===== src/rtl/mem_arb_pkg.sv =====
// mem_arb_pkg: shared types and limits for the memory port arbiter.
package mem_arb_pkg;

    typedef enum logic [1:0] {
        IDLE,
        ACCESS,
        WAIT,
        DONE
    } arb_state_t;

    typedef enum logic {
        OWNER_CORE = 1'b0,
        OWNER_DBG  = 1'b1
    } owner_t;

    localparam int MAX_WAIT_STATES = 15;

endpackage


===== src/rtl/mem_port_arbiter.sv =====
// mem_port_arbiter: round-robin sharing of one memory port between the core and the debug port,
// one latched transaction at a time with configurable wait states and a one-cycle ready pulse.
module mem_port_arbiter
    import mem_arb_pkg::*;
#(
    parameter int WAIT_STATES = 1,
    parameter int ADDR_W      = 32,
    parameter int DATA_W      = 32
) (
    input  logic              clk,
    input  logic              rst,
    input  logic              core_req,
    input  logic              core_we,
    input  logic [ADDR_W-1:0] core_addr,
    input  logic [DATA_W-1:0] core_wdata,
    output logic [DATA_W-1:0] core_rdata,
    output logic              core_ready,
    input  logic              dbg_req,
    input  logic              dbg_we,
    input  logic [ADDR_W-1:0] dbg_addr,
    input  logic [DATA_W-1:0] dbg_wdata,
    output logic [DATA_W-1:0] dbg_rdata,
    output logic              dbg_ready,
    output logic              mem_en,
    output logic              mem_we,
    output logic [ADDR_W-1:0] mem_addr,
    output logic [DATA_W-1:0] mem_wdata,
    input  logic [DATA_W-1:0] mem_rdata,
    output logic              owner
);

    if (WAIT_STATES < 0 || WAIT_STATES > MAX_WAIT_STATES) begin : g_ws_check
        $error("mem_port_arbiter: WAIT_STATES must be within 0..15");
    end

    localparam logic [3:0] WAIT_LOAD = 4'(WAIT_STATES > 0 ? WAIT_STATES - 1 : 0);

    arb_state_t        state_q, state_d;
    owner_t            owner_q, owner_d;
    logic [3:0]        cnt_q, cnt_d;
    logic              we_q, we_d;
    logic [ADDR_W-1:0] addr_q, addr_d;
    logic [DATA_W-1:0] wdata_q, wdata_d;
    logic [DATA_W-1:0] core_rdata_q, core_rdata_d;
    logic [DATA_W-1:0] dbg_rdata_q, dbg_rdata_d;
    logic              grant_dbg;

    // On a tie the requester that was not served last wins.
    assign grant_dbg = dbg_req && (!core_req || owner_q == OWNER_CORE);

    always_ff @(posedge clk or posedge rst) begin
        if (rst) begin
            state_q      <= IDLE;
            owner_q      <= OWNER_DBG;
            cnt_q        <= '0;
            we_q         <= 1'b0;
            addr_q       <= '0;
            wdata_q      <= '0;
            core_rdata_q <= '0;
            dbg_rdata_q  <= '0;
        end else begin
            state_q      <= state_d;
            owner_q      <= owner_d;
            cnt_q        <= cnt_d;
            we_q         <= we_d;
            addr_q       <= addr_d;
            wdata_q      <= wdata_d;
            core_rdata_q <= core_rdata_d;
            dbg_rdata_q  <= dbg_rdata_d;
        end
    end

    always_comb begin
        state_d      = state_q;
        owner_d      = owner_q;
        cnt_d        = cnt_q;
        we_d         = we_q;
        addr_d       = addr_q;
        wdata_d      = wdata_q;
        core_rdata_d = core_rdata_q;
        dbg_rdata_d  = dbg_rdata_q;
        case (state_q)
            IDLE: begin
                if (core_req || dbg_req) begin
                    state_d = ACCESS;
                    owner_d = grant_dbg ? OWNER_DBG : OWNER_CORE;
                    we_d    = grant_dbg ? dbg_we : core_we;
                    addr_d  = grant_dbg ? dbg_addr : core_addr;
                    wdata_d = grant_dbg ? dbg_wdata : core_wdata;
                end
            end
            ACCESS: begin
                state_d = (WAIT_STATES > 0) ? WAIT : DONE;
                cnt_d   = WAIT_LOAD;
            end
            WAIT: begin
                if (cnt_q == 4'd0) state_d = DONE;
                else cnt_d = cnt_q - 4'd1;
            end
            default: state_d = IDLE;
        endcase
        // DONE is only ever entered from ACCESS or WAIT, so this fires once per read.
        if (state_d == DONE && !we_q) begin
            core_rdata_d = (owner_q == OWNER_CORE) ? mem_rdata : core_rdata_q;
            dbg_rdata_d  = (owner_q == OWNER_DBG) ? mem_rdata : dbg_rdata_q;
        end
    end

    assign mem_en     = state_q == ACCESS;
    assign mem_we     = mem_en && we_q;
    assign mem_addr   = addr_q;
    assign mem_wdata  = wdata_q;
    assign core_rdata = core_rdata_q;
    assign dbg_rdata  = dbg_rdata_q;
    assign core_ready = state_q == DONE && owner_q == OWNER_CORE;
    assign dbg_ready  = state_q == DONE && owner_q == OWNER_DBG;
    assign owner      = owner_q;

endmodule

===== config.mk =====
export PLATFORM = sky130hd
export DESIGN_NAME = mem_port_arbiter
export DESIGN_NICKNAME = d
export VERILOG_FILES = /design/src/rtl/mem_arb_pkg.sv /design/src/rtl/mem_port_arbiter.sv
export SDC_FILE = /design/constraint.sdc
export NUM_CORES = 1
export LEC_CHECK = 0
export CAP_MARGIN = 20
export CORE_UTILIZATION = 30
export CTS_CLUSTER_DIAMETER = 50
export CTS_CLUSTER_SIZE = 30
export DETAILED_ROUTE_END_ITERATION = 8
export SYNTH_ARGS = -nofsm -noshare
export SYNTH_HDL_FRONTEND = slang
export SYNTH_SLANG_ARGS = --single-unit

===== constraint.sdc =====
create_clock -name clk -period 5.4 [get_ports clk]
set_clock_uncertainty 0.05 [all_clocks]
set_input_delay 0.81 -clock clk [delete_from_list [all_inputs] [get_ports clk]]
set_output_delay 0.81 -clock clk [all_outputs]
set_load 0.005 [all_outputs]

==> impl_metrics.py <==
metrics = {
    "status": {
        "status": "completed",
    },
    "cells_and_area": {
        "fin_nets": 935,
        "final_layout_size_suffix_gt1_frac": 0.130,
        "seqCellArea_um2": 3400,
        "multi_input_area_um2": 2310,
        "diodes": 0,
        "finalNonFillerCells": 1032,
        "fill_cells": 1696,
        "area_growth_pct": 65.3,
    },
    "detailed_routing": {
        "vias": 4543,
        "drc": 0,
        "routed_wl_um": 15900,
        "drtIter0Drc": 98,
        "ant_nets": 0,
        "wire_per_inst_um": 15.4,
        "drt_pass1_iterations": 4,
        "avgViaCountPerCell": 4.40,
    },
    "clock_network": {
        "clkLatencyLatePin_ps": 410,
        "root_buffer": "clkbuf_16",
        "cts_setup_buffers": 0,
        "cts_resized": 0,
        "cts_buffer_depth": 2,
        "clock_sinks": 136,
        "tritoncts": "built",
        "cts_made_buffers": 17,
        "hold_buffers": 0,
        "cts_max_level": 4,
        "clkSlewWorstSetupHoldPaths_ps": 60,
    },
    "sta": {
        "relSlewSlack": 0.373,
        "min_period_over_period": 0.500,
        "hold_violations": 0,
        "finalSetupTns_ps": 0,
        "hold_slack_ps": 427,
        "drv_slew": 0,
        "min_period_ps": 2700,
        "max_freq_mhz": 370,
        "rsz0062_at_grt": "no",
        "worst_pin_slew_ps": 940,
        "setup_viol": 0,
    },
    "grt": {
        "grt_pass1_wl_um": 24900,
        "grt.total_usage": 0.163,
        "grt_overflow": 0,
        "antenna_found_initial": 0,
        "grt_max_degree": 109,
        "grt_pass1_vias": 4684,
    },
    "synth": {
        "synthSimpleGateAreaFrac": 0.0613,
        "synth_edf_count": 0,
        "synth_xor_area_frac": 0.00149,
        "synth_compound_area_frac": 0.0772,
        "synth-main-ff-cell": "dfrtp_1",
        "syn_nets": 640,
        "synth_area_um2": 5880,
        "synth_area_per_cell_um2": 12.6,
        "syn_inst": 467,
        "synth-adder-area-share": 0.0149,
        "ys_ff_latch": 136,
        "synth_top_family_by_area": "multiplexers",
        "synth_mux_area_frac": 0.235,
        "ys_warn_count": 0,
        "yosysSeqAreaShare": 0.579,
        "synth.distinct_cells": 32,
        "synthArstFlopShare": 1.00,
    },
    "pwr": {
        "peakVddDrop_v": 0.000205,
        "p_leak_uw": 0.00407,
        "power_uw": 5290,
        "pwr_density_cell_nw_per_um2": 544,
    },
    "flow_run": {
        "max_cap_viol_count": 0,
    },
    "critical_path": {
        "critPathArrivalTime_ps": 1840,
        "crit_required_ps": 4540,
        "cp_max_fo": 5,
        "cp-start-kind": "register",
        "critPathCaptureType": "output port",
        "path_class": "register to output port",
    },
    "die": {
        "fp.dieH_um": 142,
        "rows": 50,
        "ios": 299,
        "dieArea_um2": 20200,
        "core_um2": 19000,
        "chipWidth_um": 142,
        "initial_core_util": 0.310,
    },
    "placement": {
        "routabilityCongestion": 0.788,
        "io_buffers": 298,
        "dp.cells": 1003,
        "dp_hpwl_um": 12100,
    },
    "min_path": {
        "hold_class": "register to register",
    },
}
-- critical path, stage by stage, from the launching register on --
cell and delay, ps:
dfrtp_1 420, inv_1 100, ha_1 250, and2_1 160, clkdlybuf4s50_1 490
-- final timing paths --
| kind | slack (ps) | depth (start not counted) | end | start |
|---|---|---|---|---|
| setup / recovery | 2700 | 4 | mem_we | state_q[1] |
| hold / removal | 430 | 2 | mem_wdata[7] | mem_wdata[7] |
| setup reg to reg | 2930 | 7 | dbg_rdata[2] | state_q[0] |
| hold reg to reg | 430 | 2 | mem_wdata[7] | mem_wdata[7] |
| max in group asynchronous | 3330 | 3 | owner | rst |
| min in group asynchronous | 950 | 2 | core_rdata[13] | rst |
-- per-layer routing --
layer  up-vias  part of all wire  GRT usage
li1       2223                 -          -
met1      2092              0.41      0.188
met2       213              0.49      0.272
met3        15             0.089     0.0639
met4         0             0.013     0.0640
met5         -                 0          0
-- kinds of logic after synthesis --
kind of cell | Yosys count
mux | 130
compound gates | 79
flops | 136
simple gates | 80
buf+inv | 34
xor+xnor | 1
fa+ha+maj | 7
-- synthesized netlist by cell type, types with 2 or more instances --
master    count  area (um2)
dfrtp_1     135        3380
o21ai_0      67         335
mux2i_1      66         661
nand2_1      66         248
mux2_2       56         631
clkbuf_1     13        48.8
mux2_1        8        90.1
buf_2         7        35.0
ha_1          7        87.6
buf_6         6        67.6
inv_1         6        22.5
a21o_1        2        15.0
a21oi_1       2        10.0
a31oi_1       2        12.5
and2_1        2        12.5
nand2b_1      2        12.5
nor2_1        2        7.51
nor3_1        2        10.0
nor3b_1       2        15.0
o21ai_2       2        17.5
-- metrics by stage --
step           setup WS [ps]  utilization  area, um2
3_5_place_dp            2290        0.481       9120
3_3_place_gp            2320        0.480       9100
5_1_grt                 2570        0.513       9720
4_1_cts                 2660        0.513       9720
6_report                2700        0.513       9720
2_1_floorplan            902            -       5880
-- report_power, final --
group          internal (uW)  switching (uW)  leakage [uW]
Clock                    765             435      0.000283
Combinational           1430             859       0.00215
Sequential              1530             273       0.00164
Total                   3720            1570       0.00407
-- sequential cells by signal, indices dropped and copies added (netlist names) --
signal      flops
mem_wdata      32
cnt_q           4
dbg_rdata      32
mem_addr       32
state_q         2
owner           1
we_q            1
core_rdata     32
-- layout make-up --
class,count,area share
Clock buffer,17,0.0437
Clock inverter,12,0.0183
Inverter,6,0.00283
Multi-Input combinational cell,297,0.238
Sequential cell,136,0.350
Tap cell,260,0.0335
Timing Repair Buffer,304,0.314
-- layout by cell type (no fill, tap or decap) --
cell type	instances
clkdlybuf4s50_1	298
dfrtp_1	135
o21ai_0	67
mux2i_1	66
nand2_1	66
mux2_2	56
clkbuf_16	17
mux2_1	8
ha_1	7
inv_1	5
clkinvlp_4	4
bufinv_16	4
buf_4	4
inv_6	3
a31oi_1	2
and2_1	2
nor2_1	2
nor3_1	2
a21oi_1	2
nor3b_1	2
nand2b_1	2
a21o_1	2
clkinv_2	2
buf_12	2
o21ai_4	1
o21ai_2	1
nand4bb_4	1
nand3b_1	1
a311oi_4	1
or4b_4	1
a31oi_4	1
a21boi_4	1
nor2b_1	1
xnor2_1	1
o32ai_1	1
dfstp_2	1
Power figures use the tool's default switching activity.
